`src/rtl/hazard_pkg.sv`:
```
// ----------------------------------------------------------------------------
// hazard_pkg
// Shared definitions for the pipeline hazard controller:
//   - hazard FSM state encoding (haz_state_e)
//   - MIPS opcode / COP0 sub-op field codes used for hazard detection
//   - pc_sel_exc select codes
//   - small decode helpers that take only the instruction fields they need
// ----------------------------------------------------------------------------
package hazard_pkg;

  // Hazard FSM states; the encoding is visible on haz_state
  typedef enum logic [1:0] {
    HS_RUN      = 2'b00,
    HS_LU_STALL = 2'b01,
    HS_MEM_WAIT = 2'b10,
    HS_FLUSH    = 2'b11
  } haz_state_e;

  // Every load (lb/lh/lwl/lw/lbu/lhu/lwr) has opcode 100xxx
  localparam logic [2:0] OP_LOAD_HI = 3'b100;

  // Coprocessor-0 opcode and its rs-field sub-operations
  localparam logic [5:0] OP_COP0  = 6'b010000;
  localparam logic [4:0] RS_MFC0  = 5'b00000;
  localparam logic [4:0] RS_MTC0  = 5'b00100;
  localparam logic [4:0] RS_ERET  = 5'b10000;
  localparam logic [5:0] FN_ERET  = 6'b011000;

  // Next-PC source selection
  localparam logic [1:0] PCSEL_SEQ = 2'b00;
  localparam logic [1:0] PCSEL_EXC = 2'b01;
  localparam logic [1:0] PCSEL_EPC = 2'b10;

  function automatic logic is_load(input logic [2:0] op_hi);
    return op_hi == OP_LOAD_HI;
  endfunction

  function automatic logic is_mfc0(input logic [5:0] op, input logic [4:0] rs);
    return (op == OP_COP0) && (rs == RS_MFC0);
  endfunction

  function automatic logic is_mtc0(input logic [5:0] op, input logic [4:0] rs);
    return (op == OP_COP0) && (rs == RS_MTC0);
  endfunction

  function automatic logic is_eret(input logic [5:0] op, input logic [4:0] rs,
                                   input logic [5:0] funct);
    return (op == OP_COP0) && (rs == RS_ERET) && (funct == FN_ERET);
  endfunction

endpackage

```
`src/rtl/load_use_detect.sv`:
```
// ----------------------------------------------------------------------------
// load_use_detect
// Purely combinational load-use comparator: flags when the instruction in EX
// is a load whose destination (rt) is read as a source by the instruction in ID.
//
// Parameters:
//   ZERO_SKIP  1: a load targeting $0 never produces a hazard
// Ports:
//   instr_id   in  32  instruction in ID
//   instr_ex   in  32  instruction in EX
//   rfrd_id    in   2  ID sources actually read: bit0 = rs, bit1 = rt
//   load_use   out  1  load-use hazard present this cycle
// ----------------------------------------------------------------------------
module load_use_detect
  import hazard_pkg::*;
#(
  parameter bit ZERO_SKIP = 1'b1
) (
  input  logic [31:0] instr_id,
  input  logic [31:0] instr_ex,
  input  logic [1:0]  rfrd_id,
  output logic        load_use
);

  logic [4:0] ex_rt;
  logic [4:0] id_rs;
  logic [4:0] id_rt;
  logic       ex_is_load;
  logic       rs_hit;
  logic       rt_hit;
  logic       dest_ok;
  logic       unused_fields;

  assign ex_rt      = instr_ex[20:16];
  assign id_rs      = instr_id[25:21];
  assign id_rt      = instr_id[20:16];
  assign ex_is_load = is_load(instr_ex[31:29]);

  // Only sources that ID really reads can collide with the load result
  assign rs_hit = rfrd_id[0] && (id_rs == ex_rt);
  assign rt_hit = rfrd_id[1] && (id_rt == ex_rt);

  // $0 is hardwired to zero, so a load into it never feeds anything
  assign dest_ok = ZERO_SKIP ? (ex_rt != 5'd0) : 1'b1;

  assign load_use = ex_is_load && dest_ok && (rs_hit || rt_hit);

  assign unused_fields = ^{instr_id, instr_ex};

endmodule

```
`src/rtl/pipe_hazard_ctrl.sv`:
```
// ----------------------------------------------------------------------------
// pipe_hazard_ctrl
// Hazard / stall / flush controller for a 5-stage MIPS pipeline.
// Per-cycle priority: exception > ERET > memory wait > load-use > CP0 interlock
// > normal advance.
//
// Compile option:
//   HAZ_CP0_INTERLOCK_EN  when defined, an MFC0/ERET in ID stalls while an
//                         MTC0 sits in EX or MEM.
//
// Parameters:
//   LOAD_LAT   1..3  bubble cycles inserted per load-use hazard
//   ZERO_SKIP  1: a load into $0 never stalls
// Ports:
//   clk, rst                      clock (rising edge), async active-high reset
//   instr_id/instr_ex/instr_me    instructions in ID / EX / MEM
//   rfrd_id                       ID source regs read (00 none,01 rs,10 rt,11 both)
//   dm_req, dm_ack                MEM data-access valid / completes this cycle
//   exc_req, eret_me              exception taken at MEM / ERET at MEM
//   pc_wr..mewb_wr                stage register write enables
//   ifid_rst..mewb_rst            synchronous bubble/flush of stage registers
//   pc_sel_exc                    00 seq/branch, 01 exception vector, 10 EPC
//   haz_state                     current FSM state
// ----------------------------------------------------------------------------
module pipe_hazard_ctrl
  import hazard_pkg::*;
#(
  parameter int LOAD_LAT  = 1,
  parameter bit ZERO_SKIP = 1'b1
) (
  input  logic        clk,
  input  logic        rst,
  input  logic [31:0] instr_id,
  input  logic [31:0] instr_ex,
  input  logic [31:0] instr_me,
  input  logic [1:0]  rfrd_id,
  input  logic        dm_req,
  input  logic        dm_ack,
  input  logic        exc_req,
  input  logic        eret_me,
  output logic        pc_wr,
  output logic        ifid_wr,
  output logic        idex_wr,
  output logic        exme_wr,
  output logic        mewb_wr,
  output logic        ifid_rst,
  output logic        idex_rst,
  output logic        exme_rst,
  output logic        mewb_rst,
  output logic [1:0]  pc_sel_exc,
  output logic [1:0]  haz_state
);

  // Bubbles still owed after the first one, loaded when a hazard is detected
  localparam logic [1:0] LU_EXTRA = 2'(LOAD_LAT - 1);

  haz_state_e state;
  haz_state_e state_nxt;
  logic [1:0] lu_cnt;
  logic [1:0] cnt_nxt;
  logic       load_use;
  logic       mem_wait;
  logic       unused_instr;

  load_use_detect #(
    .ZERO_SKIP (ZERO_SKIP)
  ) u_lud (
    .instr_id (instr_id),
    .instr_ex (instr_ex),
    .rfrd_id  (rfrd_id),
    .load_use (load_use)
  );

  assign mem_wait = dm_req && !dm_ack;

`ifdef HAZ_CP0_INTERLOCK_EN
  // An MFC0/ERET must not read CP0 before an older MTC0 has written it
  logic cp0_hazard;
  assign cp0_hazard =
      (is_mfc0(instr_id[31:26], instr_id[25:21]) ||
       is_eret(instr_id[31:26], instr_id[25:21], instr_id[5:0])) &&
      (is_mtc0(instr_ex[31:26], instr_ex[25:21]) ||
       is_mtc0(instr_me[31:26], instr_me[25:21]));
`endif

  assign unused_instr = ^{instr_id, instr_ex, instr_me};

  // State register and load-use bubble counter
  always_ff @(posedge clk or posedge rst) begin
    if (rst) begin
      state  <= HS_RUN;
      lu_cnt <= 2'd0;
    end else begin
      state  <= state_nxt;
      lu_cnt <= cnt_nxt;
    end
  end

  // Next-state and stage-control decode, highest priority first
  always_comb begin
    pc_wr      = 1'b1;
    ifid_wr    = 1'b1;
    idex_wr    = 1'b1;
    exme_wr    = 1'b1;
    mewb_wr    = 1'b1;
    ifid_rst   = 1'b0;
    idex_rst   = 1'b0;
    exme_rst   = 1'b0;
    mewb_rst   = 1'b0;
    pc_sel_exc = PCSEL_SEQ;
    state_nxt  = HS_RUN;
    cnt_nxt    = lu_cnt;

    if (rst) begin
      // Hold the whole pipeline in bubble while reset is asserted
      pc_wr    = 1'b0;
      ifid_wr  = 1'b0;
      idex_wr  = 1'b0;
      exme_wr  = 1'b0;
      mewb_wr  = 1'b0;
      ifid_rst = 1'b1;
      idex_rst = 1'b1;
      exme_rst = 1'b1;
      mewb_rst = 1'b1;
      cnt_nxt  = 2'd0;
    end else if (exc_req) begin
      // Exception wins over everything, aborting any pending stall
      ifid_rst   = 1'b1;
      idex_rst   = 1'b1;
      exme_rst   = 1'b1;
      pc_sel_exc = PCSEL_EXC;
      state_nxt  = HS_FLUSH;
      cnt_nxt    = 2'd0;
    end else if (eret_me) begin
      ifid_rst   = 1'b1;
      idex_rst   = 1'b1;
      exme_rst   = 1'b1;
      pc_sel_exc = PCSEL_EPC;
      state_nxt  = HS_FLUSH;
      cnt_nxt    = 2'd0;
    end else if (state == HS_FLUSH) begin
      // One plain cycle after a flush; no other condition is acted on here
      state_nxt = HS_RUN;
    end else if (mem_wait) begin
      // Freeze everything up to MEM; the counter is left untouched so an
      // interrupted load-use stall resumes where it left off
      pc_wr     = 1'b0;
      ifid_wr   = 1'b0;
      idex_wr   = 1'b0;
      exme_wr   = 1'b0;
      mewb_rst  = 1'b1;
      state_nxt = HS_MEM_WAIT;
    end else if (state == HS_MEM_WAIT) begin
      // Ack cycle: everything advances; load-use is only looked at next cycle
      state_nxt = (lu_cnt != 2'd0) ? HS_LU_STALL : HS_RUN;
    end else if (state == HS_LU_STALL) begin
      pc_wr    = 1'b0;
      ifid_wr  = 1'b0;
      idex_wr  = 1'b0;
      idex_rst = 1'b1;
      if (lu_cnt <= 2'd1) begin
        state_nxt = HS_RUN;
        cnt_nxt   = 2'd0;
      end else begin
        state_nxt = HS_LU_STALL;
        cnt_nxt   = lu_cnt - 2'd1;
      end
    end else if (load_use) begin
      // First bubble is inserted from RUN; extra bubbles come from LU_STALL
      pc_wr     = 1'b0;
      ifid_wr   = 1'b0;
      idex_wr   = 1'b0;
      idex_rst  = 1'b1;
      state_nxt = (LOAD_LAT > 1) ? HS_LU_STALL : HS_RUN;
      cnt_nxt   = LU_EXTRA;
`ifdef HAZ_CP0_INTERLOCK_EN
    end else if (cp0_hazard) begin
      pc_wr     = 1'b0;
      ifid_wr   = 1'b0;
      idex_rst  = 1'b1;
      state_nxt = HS_RUN;
`endif
    end
  end

  assign haz_state = state;

endmodule

```
`config.mk`:
```
export PLATFORM = sky130hd
export DESIGN_NAME = pipe_hazard_ctrl
export DESIGN_NICKNAME = d
export VERILOG_FILES = /design/src/rtl/hazard_pkg.sv /design/src/rtl/load_use_detect.sv /design/src/rtl/pipe_hazard_ctrl.sv
export SDC_FILE = /design/constraint.sdc
export NUM_CORES = 1
export LEC_CHECK = 0
export ABC_AREA = 1
export BUFFER_PORTS_ARGS = -buffer_cell sky130_fd_sc_hd__buf_2
export CAP_MARGIN = 0
export CORE_ASPECT_RATIO = 1.25
export CORE_MARGIN = 8
export CORE_UTILIZATION = 21
export DETAILED_ROUTE_END_ITERATION = 7
export GPL_TIMING_DRIVEN = 0
export HOLD_SLACK_MARGIN = 0.12
export PLACE_DENSITY = 0.79
export SYNTH_ARGS = -nofsm -noshare
export SYNTH_HDL_FRONTEND = slang
export SYNTH_SLANG_ARGS = --single-unit
```
`constraint.sdc`:
```
create_clock -name clk -period 1.65 [get_ports clk]
set_clock_uncertainty 0.05 [all_clocks]
set_input_delay 0.495 -clock clk [delete_from_list [all_inputs] [get_ports clk]]
set_output_delay 0.495 -clock clk [all_outputs]
set_load 0.005 [all_outputs]
```
After elaboration in Yosys (flattened, before gate mapping)
Index checks and enable logic that the tools add are counted.
- bits in registers: 4
- input bits: 104
- output and inout port bits: 13
- word-level logic and storage cells: 75
- $add $sub $neg: 1
- order comparisons: 1
- equal/unequal tests: 9
- multiplexer cells: 51
- reductions and logical operators: 11
- operators with widths (operator ; count):
    two-way mux 2 bit ; 19
    two-way mux 1 bit ; 32
    != test 4 bit (second input constant) ; 3
    == test 5 bit ; 2
    nonzero test 5 bit ; 2
    logical AND 1 bit ; 5
    == test 2 bit (second input constant) ; 2
    AND reduction 4 bit ; 1
    == test 3 bit (second input constant) ; 1
    == test 2 x 1 -> 1 bit (second input constant) ; 1
    less-or-equal comparator 2 x 1 -> 1 bit (second input constant) ; 1
    nonzero test 2 bit ; 1
    subtractor 2 x 1 -> 2 bit (second input constant) ; 1
    zero test 1 bit ; 1
    logical OR 1 bit ; 1

Logic depth before layout (Yosys ltp)
Gate-level depths: netlist (run 1).
- word-level depth: 12
- gate-level depth with buffers: 12

Modules after synthesis
From an unflattened synthesis (run 1), not the netlist that was laid out.
- cell total of the unflattened synthesis: 104
- area total of the unflattened synthesis: 539.3 um^2
- modules (own cells, without submodules) (module ; instances ; cells an instance ; area an instance (um^2)):
    pipe_hazard_ctrl ; 1 ; 48 ; 315.3
    load_use_detect ; 1 ; 56 ; 224.0

Worst setup path after synthesis (run 1)
No wires, ideal clock.
- path kind: input to output
- start: input port rst
- end: output port ifid_wr
- data arrival time: 1355 ps
- data required time: 1105 ps
- setup slack: -250 ps
- stages on the path: 5
- path through: buf_2 inv_1 o21ai_1 a31oi_1 buf_4
- word-level cells in the longest chain between the ends: 1
- RTL lines (element ; line ; text):
    start: declaration ; pipe_hazard_ctrl.sv:32 ; input logic rst,
    two-way mux 1 bit ; n/a ;
    end: declaration ; pipe_hazard_ctrl.sv:42 ; output logic ifid_wr,
No other way between the ends.

Worst setup path in the final report (run 1)
- start: input port instr_ex[19]
- end: output port ifid_wr
- word-level cells in the longest chain between the ends: 12
- RTL lines (element ; line ; text):
    start: declaration ; pipe_hazard_ctrl.sv:34 ; input logic [31:0] instr_ex,
    == test 5 bit, on equally long branches ; load_use_detect.sv:40, load_use_detect.sv:41 ;
    logical AND 1 bit, on equally long branches ; load_use_detect.sv:40, load_use_detect.sv:41 ;
    logical OR 1 bit ; load_use_detect.sv:46 ; assign load_use = ex_is_load && dest_ok && (rs_hit || rt_hit);
    logical AND 1 bit * ; load_use_detect.sv:46 ;
    two-way mux 1 bit * ; pipe_hazard_ctrl.sv:168 ; end else if (load_use) begin
    two-way mux 1 bit * ; pipe_hazard_ctrl.sv:156 ; end else if (state == HS_LU_STALL) begin
    two-way mux 1 bit * ; pipe_hazard_ctrl.sv:153 ; end else if (state == HS_MEM_WAIT) begin
    two-way mux 1 bit * ; pipe_hazard_ctrl.sv:144 ; end else if (mem_wait) begin
    two-way mux 1 bit * ; pipe_hazard_ctrl.sv:141 ; end else if (state == HS_FLUSH) begin
    two-way mux 1 bit * ; pipe_hazard_ctrl.sv:134 ; end else if (eret_me) begin
    two-way mux 1 bit * ; pipe_hazard_ctrl.sv:126 ; end else if (exc_req) begin
    two-way mux 1 bit * ; pipe_hazard_ctrl.sv:114 ; if (rst) begin
Every way passes the cells marked *; elsewhere a longest branch is shown, timed or not.

==> reports/metrics.yaml, run 1 <==
status: "finished with violations"
violations: "negative setup slack"
via_count: 740
core_um2: 2450
wl_met1_um: 669
synth-async-reset-ratio: 1.00
die_x_um: 61.7
final_util: 0.420
post-dp-hpwl_um: 1420
maxSlewHeadroom: 0.855
h-tree-depth: 1
synth_area_leaders: "nand2_1, dfrtp_1, inv_1, nor2_1, inv_2"
seq_area_um2: 101
finalHoldWorstSlack_ns: 0.165
start_util: 0.223
seq_area_frac_synth: 0.183
track_usage: 0.0772
grt_pass1_wl_um: 2780
n_antenna_cell: 0
routed.top_layer: "met3"
synth_edf_count: 0
antenna_found_initial: 0
avgViaCountPerCell: 4.07
die_height_um: 73.1
syn-num-nets: 209
nets: 255
cp_max_fo: 4
rows: 20
fillers: 270
yosysTopAreaCell: "nand2_1"
pwr_density_cell_nw_per_um2: 417
reg2reg_slack_ns: 0.23
endpoint_kind: "primary output"
rr_endpoint: "lu_cnt[0]$_DFFE_PP0P_"
grt.overflow.total: 0
first_global_vias: 741
setup_viol: 8
design_area_um2: 1030
multi_input_area_um2: 398
cts-buffers-inserted: 3
ir_drop_mv: 0.585
crit_arrival_ns: 1.44
drc: 0
synth_top_flop_cell: "dfrtp_1"
rsz0062_at_grt: "true"
dp_cells: 175
clock-root-buffer: "clkbuf_4"
clockBufferDepth: 2
yosys-top-cells-count: "nand2_1, inv_1, nor2_1"
critPathKind: "in -> out"
final_cell_count_no_fill: 182
grt_start_max_net_pins: 9
wire_per_inst_um: 9.84
area_growth_pct: 87.9
wl_met2_um: 938
cp_slowest_cell: "a31oi_4"
cts_sinks: 4
reg2reg_from: "haz_state[0]$_DFF_PP0_"
yosysUniqueCellTypes: 18
dr.pass1.iters: 4
finalHoldViolCount: 0
antenna_left: 0
ctsHoldBuffers: 0
rr_worst_depth: 11
power.leakage_nw: 0.570
syn_area_um2: 548
cp-start-kind: "input pin"
gp_congestion: 0.801
post-route-period-util: 1.20
routed_wl_um: 1790
wl_met3_um: 183
yosys_warnings: 0
fmax_ghz: 0.505
clkLatencyLatePin_ns: 0.23
numPortBuffers: 37
crit_top_cell: "nand2_1"
tns_ns: -1.90
worst_pin_slew_ns: 0.217
synth_seq_cells: 4
maxSlewViolCount: 0
drt_iter0_markers: 29
clk_pin_slew_ns: 0.04
synthCells: 105
critPathMaxStageDelay_ns: 0.17
post-route-min-period_ns: 1.98
synth_top_area_share: 0.233
ios: 117
worst_slack_ns: -0.331
drive_gt1_frac: 0.577
cts_tree: "built"
placed_area_um2: 812
crit_path_cell_trace: "buf_8, inv_8, nand2_1, nand2_1, nor2_2, nand3_1, nand2_1, nand2_2, nand2_4, a31oi_4, buf_6, buf_6"
worstPathRequired_ns: 1.10
max_cap_violations: 0
avgSynthCellArea_um2: 5.22
cpLargestDelayFamily: "simple AND/OR/NAND/NOR gates"
dieArea_um2: 4510
crit_buf_inv: 4
synth_most_common_cell: "nand2_1"
worstHoldPathType: "in -> async"
-- through the flow --
| step | power (mW) | setup WS, ns |
|---|---|---|
| floorplan | 0.194 | -0.116 |
| global placement | 0.258 | -0.447 |
| detailed placement | 0.260 | -0.455 |
| CTS | 0.406 | -0.401 |
| global route | 0.472 | -0.430 |
| finish | 0.430 | -0.331 |
-- logic make-up (layout without fill, tap and decap cells) --
family / Yosys count / in the layout / share of synthesized area
AND/OR/NAND/NOR: 65 / 65 / 0.523
AO/OA/AOI/OAI: 7 / 7 / 0.0731
buffers and inverters: 29 / 73 / 0.221
flip-flops: 4 / 4 / 0.183
-- cells in the final DEF (no fill, tap or decap), types with 3 or more instances in the layout --
master / instances
nand2_1: 25
buf_2: 24
buf_6: 12
inv_2: 11
nor2_1: 10
inv_1: 9
nand2_2: 9
nand3_1: 5
buf_4: 5
nor2_2: 4
buf_8: 4
inv_4: 3
nor2_4: 3
nand4_1: 3
nand2_4: 3
nor3_1: 3
a21oi_1: 3
clkbuf_4: 3
dfrtp_1: 3
-- where the power goes --
group          internal [mW]  total, mW  leakage, nW  switching [mW]
logic                  0.107      0.206        0.505          0.0987
registers              0.102      0.107       0.0513         0.00476
clock network         0.0811      0.117       0.0138          0.0358
total                  0.290      0.430        0.570           0.139
-- registers in the layout (all words and copies together) (netlist names) --
signal     cells
haz_state      2
lu_cnt         2
-- repair_timing --
| item | CTS | global route |
|---|---|---|
| resized for setup | 16 | 36 |
| setup endpoints to repair | 8 | 8 |
| buffers inserted | 3 | 1 |
| pin swaps | 16 | 21 |
-- worst max path at each step --
stage	startpoint	endpoint	cells after the start
4_1_cts	instr_ex[17]	pc_wr	10
6_report	instr_ex[19]	ifid_wr	12
3_5_place_dp	instr_ex[19]	ifid_wr	12
5_1_grt	instr_id[24]	ifid_wr	11
2_1_floorplan	instr_ex[16]	ifid_wr	8
3_3_place_gp	instr_ex[19]	ifid_wr	12
-- layout make-up --
| cell class | count | share of cell area |
|---|---|---|
| plain buffers | 4 | 0.0340 |
| flip-flops and latches | 4 | 0.0984 |
| well taps | 33 | 0.0401 |
| repair buffers | 41 | 0.309 |
| inverters | 25 | 0.111 |
| clock buffers | 3 | 0.0219 |
| multi-input cells | 72 | 0.386 |
-- layer usage --
metal  vias up  track usage
met3         0       0.0388
li1        405            -
met4         0       0.0152
met1       311       0.0827
met2        24        0.130
met5         -            0
Note: power is estimated with default switching activity, not from simulation.
==> run 2, diff against run 1 <==
Settings changed: CORE_UTILIZATION 21 to 24, PLACE_DENSITY 0.79 to 0.85.
Clock period 1.65 ns to 2.17 ns, I/O delays scaled along.
==> run 2 against run 1 <==
The run still ends with negative setup slack left. Register-to-register slack improved by 0.70 ns. First-iteration DRC count shrank 52%. Global-route usage shrank 0.41 points. Largest cell class unchanged. Largest power group unchanged. Highest routed layer unchanged. Die area fell by 9.6%.
==> reports/metrics.yaml, run 2 (synthesis results as in run 1) <==
status: "finished with violations"  # unchanged
violations: "negative setup slack"  # unchanged
maxSlewViolCount: 0  # unchanged
maxSlewHeadroom: 0.859  # was 0.855
antenna_left: 0  # unchanged
pwr_density_cell_nw_per_um2: 317  # was 417 nW/um^2
area_growth_pct: 76.9  # was 87.9%
antenna_found_initial: 0  # unchanged
layout_common_cells: "nand2_1, buf_2, inv_1"  # was nand2_1, buf_2, buf_6
ios: 117  # unchanged
start_util: 0.251  # was 0.223
reg2reg_slack_ns: 0.93  # was 0.23 ns
drc: 0  # unchanged
cp-start-kind: "input pin"  # unchanged
cts_tree: "built"  # unchanged
critPathMaxStageDelay_ns: 0.17  # about the same
die_height_um: 69.4  # was 73.1 um
post-route-period-util: 1.05
cp_slowest_cell: "a31oi_4"  # unchanged
avgViaCountPerCell: 4.02  # was 4.07
grt.overflow.total: 0  # unchanged
ir_drop_mv: 0.514  # was 0.585 mV
multi_input_area_um2: 388  # was 398 um^2
post-dp-hpwl_um: 1340  # was 1420 um
n_antenna_cell: 0  # unchanged
grt_start_max_net_pins: 9  # unchanged
setup_viol: 4  # was 8
numPortBuffers: 37  # unchanged
finalHoldViolCount: 0  # unchanged
rsz0062_at_grt: "true"  # unchanged
final_cell_count_no_fill: 178  # was 182
h-tree-depth: 1  # unchanged
gp_congestion: 0.751  # was 0.801
worst_pin_slew_ns: 0.210  # was 0.217 ns
drive_gt1_frac: 0.503  # was 0.577
grt_pass1_wl_um: 2620  # was 2780 um
worstHoldPathType: "in -> async"  # unchanged
wire_per_inst_um: 8.98  # was 9.84 um
drt_iter0_markers: 14  # was 29
clk_pin_slew_ns: 0.03  # was 0.04 ns
track_usage: 0.0730  # was 0.0772
power_mw: 0.307  # was 0.430 mW
final_util: 0.443  # was 0.420
dr.pass1.iters: 4  # unchanged
power.leakage_nw: 0.556  # was 0.570 nW
dieArea_um2: 4080  # was 4510 um^2
finalHoldWorstSlack_ns: 0.332  # was 0.165 ns
worstPathRequired_ns: 1.47  # was 1.10 ns
nets: 253  # was 255
seq_area_um2: 100  # was 101 um^2
post-route-min-period_ns: 2.28
critPathKind: "in -> out"  # unchanged
worst_slack_ns: -0.115  # was -0.331 ns
fillers: 236  # was 270
cts-buffers-inserted: 3  # unchanged
die_x_um: 58.7  # was 61.7 um
clkLatencyLatePin_ns: 0.22  # was 0.23 ns
clockBufferDepth: 2  # unchanged
crit_arrival_ns: 1.58  # was 1.44 ns
via_count: 716  # was 740
ctsHoldBuffers: 0  # unchanged
crit_path_cell_trace: "buf_6, inv_4, nand2_1, nand2_1, nor2_2, nand3_1, nand2_1, nand2_2, nand2_4, a31oi_4, buf_6, buf_6"  # was buf_8, inv_8, nand2_1, nand2_1, nor2_2, nand3_1, nand2_1, nand2_2, nand2_4, a31oi_4, buf_6, buf_6
core_um2: 2190  # was 2450 um^2
cp_max_fo: 4  # unchanged
first_global_vias: 680  # was 741
routed_wl_um: 1600  # was 1790 um
endpoint_kind: "primary output"  # unchanged
cts_sinks: 4  # unchanged
fmax_ghz: 0.438
max_cap_violations: 0  # unchanged
rows: 19  # was 20
clock-root-buffer: "clkbuf_4"  # unchanged
dp_cells: 173  # was 175
run 2: changes by cell type in the layout (fill, tap and decap cells not counted), sizes merged:
| cell | delta |
|---|---|
| buf | -2 |
| clkinv | +1 |
| inv | -1 |
run 2: area by class of cell:
type                    count  share of cell area
plain buffers               4              0.0361
flip-flops and latches      4               0.103
multi-input cells          72               0.400
well taps                  31              0.0400
inverters                  25               0.111
repair buffers             39               0.286
clock buffers               3              0.0232
run 2: worst paths after layout:
| path | from | end | depth (start not counted) |
|---|---|---|---|
| max in group asynchronous | rst | lu_cnt[0]$_DFFE_PP0P_ | 2 |
| hold / removal | rst | haz_state[0]$_DFF_PP0_ | 2 |
| setup reg to reg | haz_state[1]$_DFF_PP0_ | lu_cnt[1]$_DFFE_PP0P_ | 8 |
| min in group clk | lu_cnt[0]$_DFFE_PP0P_ | lu_cnt[0]$_DFFE_PP0P_ | 2 |
| setup / recovery | instr_ex[19] | ifid_wr | 12 |
| hold reg to reg | lu_cnt[0]$_DFFE_PP0P_ | lu_cnt[0]$_DFFE_PP0P_ | 2 |
run 2: what timing repair did:
| action | 4_1_cts | 5_1_grt |
|---|---|---|
| setup buffers | 1 | 1 |
| hold endpoints to repair | 0 | 0 |
| endpoints found under the setup margin | 6 | 8 |
| pin swaps | 17 | 17 |
| gates resized for setup | 22 | 20 |
run 2: power by group:
group / internal, mW / total [mW] / switching [mW]
logic: 0.0733 / 0.143 / 0.0694
registers: 0.0775 / 0.0809 / 0.00334
clock network: 0.0613 / 0.0836 / 0.0223
total: 0.212 / 0.307 / 0.0951
run 2: metrics by stage:
step                instance area, um^2  setup WS, ns  TNS, ns
finish                              970        -0.115   -0.385
global route                        970        -0.217   -0.829
CTS                                 895        -0.174   -0.850
detailed placement                  772        -0.319    -1.18
global placement                    772        -0.318    -1.14
floorplan                           548       0.00264        0
run 2: critical path, delay by kind of cell:
family	cells	cell delay (ns)
compound gates	1	0.17
buf+inv	4	0.35
simple gates	7	0.43
run 2: metal layers:
metal / GRT usage / wire, um / part of all wire / vias up
li1: - / - / - / 401
met2: 0.136 / 840 / 0.53 / 20
met5: 0 / 0 / 0 / -
met3: 0.0241 / 114 / 0.071 / 0
met1: 0.0803 / 643 / 0.40 / 295
met4: 0 / 0 / 0 / 0
==> run 3, diff against run 2 <==
Settings changed: SETUP_SLACK_MARGIN set to 0.05.
==> run 3 against run 2 <==
The flow still finishes with violations (negative setup slack). Register-to-register slack got worse by 0.23 ns. First-iteration DRC count increased by 14%. Largest cell class unchanged. Final area grew 6.3%.
==> reports/metrics.yaml, run 3 (synthesis results as in run 1) <==
ir_drop_mv: 0.448  # was 0.514 mV
n_antenna_cell: 0  # unchanged
routed_wl_um: 1910  # was 1600 um
ios: 117  # unchanged
antenna_found_initial: 0  # unchanged
die_height_um: 69.4  # unchanged
clkLatencyLatePin_ns: 0.23  # was 0.22 ns
reg2reg_slack_ns: 0.70  # was 0.93 ns
grt.overflow.total: 0  # unchanged
endpoint_kind: "primary output"  # unchanged
dr.pass1.iters: 4  # unchanged
setup_viol: 6  # was 4
gp_congestion: 0.755  # was 0.751
layout_common_cells: "buf_2, nand2_1, buf_6"  # was nand2_1, buf_2, inv_1
rows: 19  # unchanged
post-dp-hpwl_um: 1390  # was 1340 um
numPortBuffers: 37  # unchanged
p_clk_frac: 0.270  # was 0.272
violations: "negative setup slack"  # unchanged
grt_pass1_wl_um: 3020  # was 2620 um
post-route-period-util: 1.06  # was 1.05
cpLargestDelayFamily: "simple AND/OR/NAND/NOR gates"  # unchanged
final_util: 0.471  # was 0.443
worst_slack_ns: -0.125  # was -0.115 ns
cp-start-kind: "input pin"  # unchanged
finalHoldWorstSlack_ns: 0.330  # was 0.332 ns
tns_ns: -0.473  # was -0.385 ns
worstPathRequired_ns: 1.47  # about the same
critPathMaxStageDelay_ns: 0.13  # was 0.17 ns
nets: 256  # was 253
maxSlewViolCount: 0  # unchanged
worstHoldPathType: "in -> async"  # unchanged
switching_power_mw: 0.107  # was 0.0951 mW
fillers: 241  # was 236
sw_frac_of_total: 0.328  # was 0.310
clk_pin_slew_ns: 0.04  # was 0.03 ns
power.leakage_nw: 0.585  # was 0.556 nW
h-tree-depth: 1  # unchanged
wire_per_inst_um: 10.6  # was 8.98 um
track_usage: 0.0868  # was 0.0730
drive_gt1_frac: 0.587  # was 0.503
crit_path_cell_trace: "buf_2, inv_1, nand2_1, nand2_1, nor2_2, nand3_2, nand2_2, nand2_4, nand2_4, a31oi_4, buf_6, buf_6"  # was buf_6, inv_4, nand2_1, nand2_1, nor2_2, nand3_1, nand2_1, nand2_2, nand2_4, a31oi_4, buf_6, buf_6
drc: 0  # unchanged
placed_area_um2: 778  # was 772 um^2
finalHoldViolCount: 0  # unchanged
critPathKind: "in -> out"  # unchanged
cts-buffers-inserted: 3  # unchanged
rr_worst_depth: 11  # was 8
p_seq_frac: 0.248  # was 0.263
clock-root-buffer: "clkbuf_4"  # unchanged
grtUsageMet1: 0.0761  # was 0.0803
max_cap_violations: 0  # unchanged
rr_endpoint: "lu_cnt[0]$_DFFE_PP0P_"  # was lu_cnt[1]$_DFFE_PP0P_
cts_tree: "built"  # unchanged
status: "finished with violations"  # unchanged
worst_pin_slew_ns: 0.246  # was 0.210 ns
fmax_ghz: 0.436  # was 0.438 GHz
core_um2: 2190  # unchanged
clockBufferDepth: 2  # unchanged
cts_sinks: 4  # unchanged
cp_slowest_cell: "buf_6"  # was a31oi_4
grt_start_max_net_pins: 9  # unchanged
busiest_layer: "met2"  # unchanged
share_comb_of_total_power: 0.482  # was 0.464
rsz0062_at_grt: "true"  # unchanged
final_common_cell: "buf_2"
maxSlewHeadroom: 0.835  # was 0.859
avgViaCountPerCell: 4.23  # was 4.02
reg2reg_from: "haz_state[0]$_DFF_PP0_"  # was haz_state[1]$_DFF_PP0_
dieArea_um2: 4080  # unchanged
via_count: 765  # was 716
crit_arrival_ns: 1.59  # was 1.58 ns
cp_max_fo: 3  # was 4
p_int_mw: 0.219  # was 0.212 mW
use_met3: 0.0297  # was 0.0241
pwr_density_cell_nw_per_um2: 316  # was 317 nW/um^2
drt_iter0_markers: 16  # was 14
dp_slack_ns: -0.229  # was -0.319 ns
antenna_left: 0  # unchanged
crit_buf_inv: 4  # unchanged
post-route-min-period_ns: 2.30  # was 2.28 ns
die_x_um: 58.7  # unchanged
design_area_um2: 1030  # was 970 um^2
gr-usage-met2: 0.180  # was 0.136
start_util: 0.251  # unchanged
first_global_vias: 796  # was 680
area_growth_pct: 88.1  # was 76.9%
-- run 3: per-stage QoR --
step                instances  total power [mW]
floorplan                 105             0.141
global placement          173             0.188
detailed placement        173             0.189
CTS                       178             0.305
global route              181             0.348
finish                    181             0.326
-- run 3: final cells by class --
class,count,area (um^2),area share
timing repair buffer,42,309,0.300
clock buffer,3,22.5,0.0218
sequential,4,100,0.0971
multi-input combinational,72,418,0.405
tap,31,38.8,0.0376
buffer,4,35.0,0.0340
inverter,25,108,0.104
-- run 3: repair_timing --
item	CTS	global route
setup buffers	2	3
gates resized for setup	25	31
pin swaps	17	16
hold buffers	0	0
endpoints found under the setup margin	8	8
-- run 3: worst max path at each step --
stage | startpoint | to | slack (ns) | cells after the start
floorplan | instr_ex[19] | ifid_wr | 0.07 | 10
global placement | instr_ex[16] | ifid_wr | -0.23 | 10
detailed placement | instr_ex[16] | ifid_wr | -0.23 | 10
CTS | instr_ex[17] | ifid_wr | -0.16 | 10
global route | instr_ex[16] | pc_wr | -0.20 | 12
finish | instr_id[20] | pc_wr | -0.13 | 12
-- run 3: layer usage --
metal	share of wire	wire, um
met1	0.32	616
met2	0.61	1170
met3	0.067	128
met4	0	0
met5	0	0
-- run 3: power by group through the flow --
stage	Clock [mW]	Sequential (mW)	Combinational, mW
CTS	0.0910	0.0808	0.133
detailed placement	0	0.0817	0.108
finish	0.0882	0.0809	0.157
global placement	0	0.0817	0.106
floorplan	0	0.0817	0.0594
global route	0.0944	0.0811	0.172
